==> config.mk <==
export PLATFORM = sky130hd
export DESIGN_NAME = controlador_jogo_flat
export DESIGN_NICKNAME = d
export VERILOG_FILES = /design/src/rtl/controlador_jogo_if.sv /design/src/rtl/controlador_jogo.sv /design/src/flat_wrapper.sv
export SDC_FILE = /design/constraint.sdc
export NUM_CORES = 1
export LEC_CHECK = 0
export ABC_AREA = 1
export CELL_PAD_IN_SITES_DETAIL_PLACEMENT = 0
export CELL_PAD_IN_SITES_GLOBAL_PLACEMENT = 1
export CORE_AREA = 2 2 59 61
export DETAILED_ROUTE_END_ITERATION = 8
export DIE_AREA = 0 0 61 63
export PLACE_DENSITY = 0.79
export SYNTH_ARGS = -nofsm -noshare
export SYNTH_HDL_FRONTEND = slang
export SYNTH_SLANG_ARGS = --single-unit
==> constraint.sdc <==
create_clock -name clock -period 2 [get_ports clock]
set_input_delay 0.4 -clock clock [delete_from_list [all_inputs] [get_ports clock]]
set_output_delay 0.4 -clock clock [all_outputs]
set_load 0.01 [all_outputs]
==> src/rtl/controlador_jogo_if.sv <==
// Signal bundle between the battleship game controller and its surroundings.
// The slave modport is the controller's view; the master modport drives the controller.
interface controlador_jogo_if;
    logic [1:0] modo;
    logic       confirmar;
    logic       tick;
    logic [4:0] alvos_total;
    logic       resp_valida;
    logic       acerto;
    logic       repetido;

    logic [2:0] estado;
    logic       trava_mapa;
    logic       pedido_ataque;
    logic       hab_preparacao;
    logic       hab_ataque;
    logic       hab_matriz;
    logic [2:0] vida;
    logic [4:0] acertos;
    logic       vitoria;
    logic       derrota;

    modport slave (
        input  modo, confirmar, tick, alvos_total, resp_valida, acerto, repetido,
        output estado, trava_mapa, pedido_ataque, hab_preparacao, hab_ataque,
               hab_matriz, vida, acertos, vitoria, derrota
    );

    modport master (
        output modo, confirmar, tick, alvos_total, resp_valida, acerto, repetido,
        input  estado, trava_mapa, pedido_ataque, hab_preparacao, hab_ataque,
               hab_matriz, vida, acertos, vitoria, derrota
    );
endinterface

==> src/rtl/controlador_jogo.sv <==
// Game controller FSM: map preparation, attack/evaluate loop, lives and hits bookkeeping.
// Optional per-shot timeout is compiled in with macro CONTROLADOR_JOGO_TIMEOUT_EN.
module controlador_jogo #(
    parameter int VIDAS_INI     = 3,
    parameter int TIMEOUT_TICKS = 10
) (
    input  logic                clock,
    input  logic                reset_n,
    controlador_jogo_if.slave   bus
);

    typedef enum logic [2:0] {
        DESLIGADO  = 3'd0,
        PREPARACAO = 3'd1,
        ATAQUE     = 3'd2,
        AVALIA     = 3'd3,
        VITORIA    = 3'd4,
        DERROTA    = 3'd5
    } estado_t;

    estado_t    r_estado;
    estado_t    w_prox;

    logic [2:0] r_vida;
    logic [4:0] r_acertos;
    logic       r_mapa_travado;
    logic       r_trava_mapa;
    logic       r_pedido_ataque;

    logic       w_carrega;
    logic       w_trava;
    logic       w_pedido;
    logic       w_inc_acerto;
    logic       w_perde_vida;
    logic       w_expira;
    logic [2:0] w_vida_menos;
    logic [4:0] w_acertos_mais;

    assign w_vida_menos   = (r_vida == 3'd0) ? 3'd0 : r_vida - 3'd1;
    assign w_acertos_mais = (r_acertos >= 5'd25) ? 5'd25 : r_acertos + 5'd1;

`ifdef CONTROLADOR_JOGO_TIMEOUT_EN
    localparam logic [3:0] TIMEOUT_ULTIMO = 4'(TIMEOUT_TICKS - 1);

    logic [3:0] r_cnt_timeout;

    assign w_expira = (r_estado == ATAQUE) && bus.tick && (r_cnt_timeout == TIMEOUT_ULTIMO);

    // Counter restarts whenever ATAQUE is (re)entered, left, or has just expired.
    always_ff @(posedge clock or negedge reset_n) begin
        if (!reset_n) begin
            r_cnt_timeout <= 4'd0;
        end else if ((r_estado != ATAQUE) || (w_prox != ATAQUE) || w_expira) begin
            r_cnt_timeout <= 4'd0;
        end else if (bus.tick) begin
            r_cnt_timeout <= r_cnt_timeout + 4'd1;
        end
    end
`else
    logic w_unused_timeout;

    assign w_expira         = 1'b0;
    assign w_unused_timeout = bus.tick ^ TIMEOUT_TICKS[0];
`endif

    always_ff @(posedge clock or negedge reset_n) begin
        if (!reset_n) begin
            r_estado <= DESLIGADO;
        end else begin
            r_estado <= w_prox;
        end
    end

    // An off mode outranks everything, so a confirm on the same edge is simply lost.
    always_comb begin
        w_prox       = r_estado;
        w_carrega    = 1'b0;
        w_trava      = 1'b0;
        w_pedido     = 1'b0;
        w_inc_acerto = 1'b0;
        w_perde_vida = 1'b0;
        if (bus.modo == 2'b00) begin
            w_prox = DESLIGADO;
        end else begin
            case (r_estado)
                DESLIGADO: begin
                    if (bus.modo == 2'b01) begin
                        w_prox    = PREPARACAO;
                        w_carrega = 1'b1;
                    end
                end
                PREPARACAO: begin
                    if (bus.modo[1] && r_mapa_travado && (bus.alvos_total != 5'd0)) begin
                        w_prox = ATAQUE;
                    end else if (bus.confirmar) begin
                        w_trava = 1'b1;
                    end
                end
                ATAQUE: begin
                    if (bus.confirmar) begin
                        w_prox   = AVALIA;
                        w_pedido = 1'b1;
                    end else if (w_expira) begin
                        w_perde_vida = 1'b1;
                        if (w_vida_menos == 3'd0) begin
                            w_prox = DERROTA;
                        end
                    end
                end
                AVALIA: begin
                    if (bus.resp_valida) begin
                        if (bus.repetido) begin
                            w_prox = ATAQUE;
                        end else if (bus.acerto) begin
                            w_inc_acerto = 1'b1;
                            w_prox = (w_acertos_mais == bus.alvos_total) ? VITORIA : ATAQUE;
                        end else begin
                            w_perde_vida = 1'b1;
                            w_prox = (w_vida_menos == 3'd0) ? DERROTA : ATAQUE;
                        end
                    end
                end
                VITORIA, DERROTA: begin
                    w_prox = r_estado;
                end
                default: begin
                    w_prox = DESLIGADO;
                end
            endcase
        end
    end

    always_ff @(posedge clock or negedge reset_n) begin
        if (!reset_n) begin
            r_vida          <= 3'd0;
            r_acertos       <= 5'd0;
            r_mapa_travado  <= 1'b0;
            r_trava_mapa    <= 1'b0;
            r_pedido_ataque <= 1'b0;
        end else begin
            r_trava_mapa    <= w_trava;
            r_pedido_ataque <= w_pedido;
            if (w_carrega) begin
                r_vida    <= 3'(VIDAS_INI);
                r_acertos <= 5'd0;
            end else begin
                if (w_perde_vida) begin
                    r_vida <= w_vida_menos;
                end
                if (w_inc_acerto) begin
                    r_acertos <= w_acertos_mais;
                end
            end
            // The lock belongs to one game; leaving to DESLIGADO forgets it.
            if (r_estado == DESLIGADO) begin
                r_mapa_travado <= 1'b0;
            end else if (w_trava) begin
                r_mapa_travado <= 1'b1;
            end
        end
    end

    always_comb begin
        bus.hab_preparacao = 1'b0;
        bus.hab_ataque     = 1'b0;
        bus.hab_matriz     = 1'b0;
        bus.vitoria        = 1'b0;
        bus.derrota        = 1'b0;
        case (r_estado)
            PREPARACAO: begin
                bus.hab_preparacao = 1'b1;
                bus.hab_matriz     = 1'b1;
            end
            ATAQUE, AVALIA: begin
                bus.hab_ataque = 1'b1;
                bus.hab_matriz = 1'b1;
            end
            VITORIA: bus.vitoria = 1'b1;
            DERROTA: bus.derrota = 1'b1;
            default: begin
                bus.hab_preparacao = 1'b0;
            end
        endcase
    end

    assign bus.estado        = r_estado;
    assign bus.trava_mapa    = r_trava_mapa;
    assign bus.pedido_ataque = r_pedido_ataque;
    assign bus.vida          = r_vida;
    assign bus.acertos       = r_acertos;

endmodule

==> src/flat_wrapper.sv <==
// flat-port wrapper written by rule: the top's interface ports become plain ports
module controlador_jogo_flat 
#(
    parameter int VIDAS_INI     = 3,
    parameter int TIMEOUT_TICKS = 10
)
  (clock, reset_n, bus_modo, bus_confirmar, bus_tick, bus_alvos_total, bus_resp_valida, bus_acerto, bus_repetido, bus_estado, bus_trava_mapa, bus_pedido_ataque, bus_hab_preparacao, bus_hab_ataque, bus_hab_matriz, bus_vida, bus_acertos, bus_vitoria, bus_derrota);
  controlador_jogo_if bus_i ();
  input  logic clock;
  input  logic reset_n;
  input wire logic [$bits(bus_i.modo)-1:0] bus_modo;
  input wire logic [$bits(bus_i.confirmar)-1:0] bus_confirmar;
  input wire logic [$bits(bus_i.tick)-1:0] bus_tick;
  input wire logic [$bits(bus_i.alvos_total)-1:0] bus_alvos_total;
  input wire logic [$bits(bus_i.resp_valida)-1:0] bus_resp_valida;
  input wire logic [$bits(bus_i.acerto)-1:0] bus_acerto;
  input wire logic [$bits(bus_i.repetido)-1:0] bus_repetido;
  output wire logic [$bits(bus_i.estado)-1:0] bus_estado;
  output wire logic [$bits(bus_i.trava_mapa)-1:0] bus_trava_mapa;
  output wire logic [$bits(bus_i.pedido_ataque)-1:0] bus_pedido_ataque;
  output wire logic [$bits(bus_i.hab_preparacao)-1:0] bus_hab_preparacao;
  output wire logic [$bits(bus_i.hab_ataque)-1:0] bus_hab_ataque;
  output wire logic [$bits(bus_i.hab_matriz)-1:0] bus_hab_matriz;
  output wire logic [$bits(bus_i.vida)-1:0] bus_vida;
  output wire logic [$bits(bus_i.acertos)-1:0] bus_acertos;
  output wire logic [$bits(bus_i.vitoria)-1:0] bus_vitoria;
  output wire logic [$bits(bus_i.derrota)-1:0] bus_derrota;
  assign bus_i.modo = bus_modo;
  assign bus_i.confirmar = bus_confirmar;
  assign bus_i.tick = bus_tick;
  assign bus_i.alvos_total = bus_alvos_total;
  assign bus_i.resp_valida = bus_resp_valida;
  assign bus_i.acerto = bus_acerto;
  assign bus_i.repetido = bus_repetido;
  assign bus_estado = bus_i.estado;
  assign bus_trava_mapa = bus_i.trava_mapa;
  assign bus_pedido_ataque = bus_i.pedido_ataque;
  assign bus_hab_preparacao = bus_i.hab_preparacao;
  assign bus_hab_ataque = bus_i.hab_ataque;
  assign bus_hab_matriz = bus_i.hab_matriz;
  assign bus_vida = bus_i.vida;
  assign bus_acertos = bus_i.acertos;
  assign bus_vitoria = bus_i.vitoria;
  assign bus_derrota = bus_i.derrota;
  controlador_jogo #(.VIDAS_INI(VIDAS_INI), .TIMEOUT_TICKS(TIMEOUT_TICKS)) u_core (.clock(clock), .reset_n(reset_n), .bus(bus_i));
endmodule
Yosys cells after proc, flatten, opt, wreduce, memory -nomap -nowiden
Cells that the tools add are included.
Storage, ports and cells
  bits in registers: 14
  bits in latches: 0
  RAM bits: 0
  memory bits (read-only): 0
  bits of input ports: 14
  logic and storage cells: 77
  memories: 0
Operators by class
  add/sub/neg operators: 2
  multiply operators: 0
  div/mod/pow operators: 0
  magnitude comparators: 1
  equal/unequal tests: 12
  shifts and indexed selects: 0
  multiplexer cells: 42
  bitwise logic cells: 0
  reductions and logical operators: 14
Operator list (count)
  $mux 3: 12
  $mux 1: 26
  $mux 5: 3
  $pmux 3 s5: 1
  $logic_not 3->1: 3
  $eq 3x2->1 const B: 2
  $eq 3x3->1 const B: 2
  $ne 3x1->1 const B: 2
  $ne 3x2->1 const B: 2
  $reduce_bool 2->1: 3
  $add 5x1->5 const B: 1
  $eq 5x5->1: 1
  $ge 5x5->1 const B: 1
  $reduce_and 5->1: 1
  $reduce_bool 5->1: 1
  $reduce_or 2->1: 2
  $eq 3x1->1 const B: 1
  $reduce_or 3->1: 1
  $sub 3x1->3 const B: 1
  $eq 2x1->1 const B: 1
  $logic_and 1x1->1: 2
  $logic_not 2->1: 1
  $ne 2x1->1 const B: 1

Longest topological paths before layout
  depth after elaboration: 9
  mapped depth: 14
  depth with buffers taken out: 14

Least setup slack after synthesis
Ideal clock, no wire load.
  path type: register to register
  start point: register u_core.r_acertos[1] (netlist: u_core.bus.acertos[1])
  end point: register u_core.r_estado[1] (netlist: u_core.bus.estado[1])
  library setup time: 0.116 ns
  arrival: 1.409 ns
  data required time: 1.884 ns
  setup slack: 0.474 ns
  stages on the path, launching flop included: 15
  buffers on the path: 0
  clock period less this slack: 1.526 ns
  cell sequence: dfrtp_1 > inv_1 > ha_1 > nor2_1 > nand2_1 > nand2_2 > inv_1 > nor2_2 > nor2_1 > nor2_1 > nand2_1 > nand2_1 > nand2_1 > nand2_1 > nand2_1
On the way
  word-level cells in the longest chain between the ends: 9
  elaborated cells on any way between the ends: 10
  those cells by class: add/sub (1); order compare (1); eq/ne (1); mux (7)
RTL lines
  from (decl): line controlador_jogo.sv:25  | logic [4:0] r_acertos;
  from (signal assigned): line controlador_jogo.sv:151  | r_acertos <= w_acertos_mais;
  $add 5x1->5 or $ge 5x5->1 (tied branches): line controlador_jogo.sv:40  | assign w_acertos_mais = (r_acertos >= 5'd25) ? 5'd25 : r_acertos + 5'd1;
  $mux 5 *: line controlador_jogo.sv:40
  $eq 5x5->1 *: line controlador_jogo.sv:116  | w_prox = (w_acertos_mais == bus.alvos_total) ? VITORIA : ATAQUE;
  $mux 3 *: line controlador_jogo.sv:116
  $mux 3 *: line controlador_jogo.sv:114  | end else if (bus.acerto) begin
  $mux 3 *: line controlador_jogo.sv:112  | if (bus.repetido) begin
  $mux 3 *: line controlador_jogo.sv:111  | if (bus.resp_valida) begin
  $pmux 3 s5 *: line controlador_jogo.sv:85  | case (r_estado)
  $mux 3 *: line controlador_jogo.sv:82  | if (bus.modo == 2'b00) begin
  to (signal assigned): line controlador_jogo.sv:70  | r_estado <= w_prox;
  to (decl): line controlador_jogo.sv:21  | estado_t r_estado;
Every way passes the cells marked *; elsewhere a longest branch is shown, timed or not. The select of a mux whose other input is x is not followed.
A chain may end at the register's enable or synchronous reset.

Worst setup path in the final report
  start point: register u_core.r_estado[2] (netlist: u_core.bus.estado[2])
  end point: output bus_hab_ataque
On the way
  word-level cells in the longest chain between the ends: 3
  elaborated cells on any way between the ends: 4
  those cells by class: eq/ne (2); mux (1); reduce/logical (1)
RTL lines
  $eq 3x2->1: line controlador_jogo.sv:169  | case (r_estado)
  $reduce_or 2->1 *: line controlador_jogo.sv:169
  $mux 1 *: line controlador_jogo.sv:169
  to (decl): line flat_wrapper.sv:22  | output wire logic [$bits(bus_i.hab_ataque)-1:0] bus_hab_ataque;
Every way passes the cells marked *; elsewhere a longest branch is shown, timed or not.

==> reports/qor.csv <==
metric,value,unit
stdcell_count,228,
place_hpwl,1895,microns
yosys_register_bits,14,
synth_nets,158,
grt_pass1_vias,1004,
crit_chain,nor2_1 -> clkdlybuf4s50_1,
leakage,0.7339,nW
r2r-end,u_core.bus.estado[1]$_DFFE_PN0P_,
gr-total-overflow,0,
fin_crit_sh,91.19,%
antenna_found_initial,0,
final_cell_mix,"36 x nand2_1, 26 x clkdlybuf4s50_1, 21 x nor2_1",
h-tree-depth,1,
crit_buf_inv,1,
cap_viol_max_count,0,
netlist_area,962.2,sq um
start_util,29.77,%
antenna_cells,0,
sw_frac_of_total,41.65,%
end_kind,output pin,
pwr-share-comb,53.4,%
min_period,1.824,ns
power.density,1020,mW/mm^2
rsz0062_at_grt,false,
start_kind,flip-flop,
dp.cells,218,
slew_headroom,56.95,%
cts_num_sinks,14,
drt_iter0_drc,31,
power_switching,0.6030,mW
cp_slowest_cell,clkdlybuf4s50_1,
r2r_cells,14,
setup-violations-final,0,
synth.yosys.seq_area_share,36.41,%
core_area,0.003232,sq mm
cts-root-buf,clkbuf_4,
gp_congestion,0.8644,
max_stage_delay,0.54,ns
layout.nets,199,
first_pass_iters,4,
grt_max_degree,15,
slew_violations,0,
crit_family,buffers and inverters,
worst_slack,0.1761,ns
synth_area_leaders,"dfrtp_1 36%, nand2_1 14%, nand3_1 8.8%, nor2_1 8.2%, inv_1 5.9%",
yosys.area.top_type,dfrtp_1,
area_delta_synth_final,47.46,%
max_freq,0.5483,GHz
grt_pass1_wl,4257,microns
rrSetupSlack,0.30,ns
placementRows,21,
power_frac_seq,32.3,%
internal_power,0.8447,mW
clockBufferDepth,2,
yosys.cell_types.count,23,
totalWireLength,2514,microns
dieArea,0.003843,sq mm
viasPerCell,4.654,
critPathRequiredTime,1.60,ns
timing.rr.start,u_core.bus.acertos[1]$_DFFE_PN0P_,
clkPwrFrac,14.3,%
cts_tree,built,
worstMarginPinSlew,0.6437,ns
crit_type,reg2out,
fin_tns_setup,0,ns
avgSynthCellArea,6.776,sq um
antenna_left,0,
portBuffers,30,
synth_cells,142,
io_pins,32,
final_common_cell,nand2_1,
hold_viol_final,0,
hold_path_class,in2async,
place_ws,0.2314,ns
grt_usage,14.46,%
path_max_fanout,8,
ir_worst_vdd,0.4982,mV
cts_made_buffers,3,
floorplan.die.height,63,microns
yosysTopAreaCellShare,36.41,%
status,finished clean,
vias,1061,
drc_errors,0,
finalClockSkew,0.003558,ns
ys_warn_count,0,
drive_gt1_share,18.13,%
die_x,61,microns
wl_per_cell,11.03,microns
crit_arrival,1.42,ns
clk_latency,0.28,ns
path_clk_slew,0.09,ns
metal layers:
layer / global-route usage [%] / part of all wire [%]
met4: 7.065 / 2.6
met1: 20.33 / 48
met5: 0 / 0
met2: 21.24 / 44
met3: 2.070 / 5.7
layout make-up:
class	count	area (sq um)
fill	353	1813
clock buffer	4	36.28
timing repair buffer	37	359.1
multi-input combinational	106	533.0
inverter	21	78.83
tap	46	57.56
sequential	14	354.1
Yosys cell counts:
master,count
a21oi_1,2
o22ai_1,3
o21ai_0,2
nor2_4,1
nand2_1,36
ha_1,2
nor2_1,21
nor3_1,3
o21ai_1,2
nor3_2,2
nor2_2,4
nand4_1,2
inv_1,15
nor3b_1,1
buf_2,1
inv_2,6
nand2_2,4
nand3_1,17
dfrtp_1,14
nand3_2,1
nor4_2,1
o211ai_1,1
a2bb2oi_1,1
logic make-up after synthesis:
group,after synthesis,share of synthesized area [%]
AND/OR/NAND/NOR,93,45.51
AO/OA/AOI/OAI,11,6.763
buffers and inverters,22,8.712
adder cells (fa/ha/maj),2,2.600
flip-flops,14,36.41
flip-flops by register name (all words and copies together), names as in the netlist:
register	count
u_core.bus.acertos	5
u_core.bus.estado	3
u_core.bus.pedido_ataque	1
u_core.bus.trava_mapa	1
u_core.bus.vida	3
u_core.r_mapa_travado	1
power groups by stage:
stage / Sequential, mW / Combinational [mW] / Clock (mW)
global placement: 0.461 / 0.735 / 0
finish: 0.467 / 0.773 / 0.207
floorplan: 0.474 / 0.388 / 0
global route: 0.480 / 0.867 / 0.233
CTS: 0.470 / 0.739 / 0.216
detailed placement: 0.462 / 0.734 / 0
metrics by stage:
| step | util, % | cell area [sq um] | hold slack [ns] | power [mW] |
|---|---|---|---|---|
| after floorplan | - | 962.2 | 0.1044 | 0.8621 |
| after global placement | 40.92 | 1323 | 0.5257 | 1.196 |
| after detailed placement | 40.92 | 1323 | 0.5456 | 1.196 |
| after CTS | 42.28 | 1366 | 0.5265 | 1.425 |
| after global routing | 43.90 | 1419 | 0.5699 | 1.579 |
| final | 43.90 | 1419 | 0.5080 | 1.448 |
worst max-delay path by stage:
stage / start / end / cells after the start
floorplan: u_core.bus.acertos[1]$_DFFE_PN0P_ / u_core.bus.estado[1]$_DFFE_PN0P_ / 14
global placement: u_core.bus.estado[2]$_DFFE_PN0P_ / bus_vitoria / 3
detailed placement: bus_modo[1] / u_core.bus.estado[2]$_DFFE_PN0P_ / 8
CTS: u_core.bus.estado[0]$_DFFE_PN0P_ / bus_hab_matriz / 4
global route: u_core.bus.acertos[1]$_DFFE_PN0P_ / u_core.bus.estado[1]$_DFFE_PN0P_ / 14
finish: u_core.bus.estado[2]$_DFFE_PN0P_ / bus_hab_ataque / 2
timing repair:
item | 4_1_cts | 5_1_grt
setup buffers | 0 | 6
hold buffers | 0 | 0
endpoints found under the hold margin | 0 | 0
setup endpoints to repair | 4 | 3
gates resized for setup | 5 | 3
gates cloned | 0 | 0
Note: power is estimated with default switching activity, not from simulation.
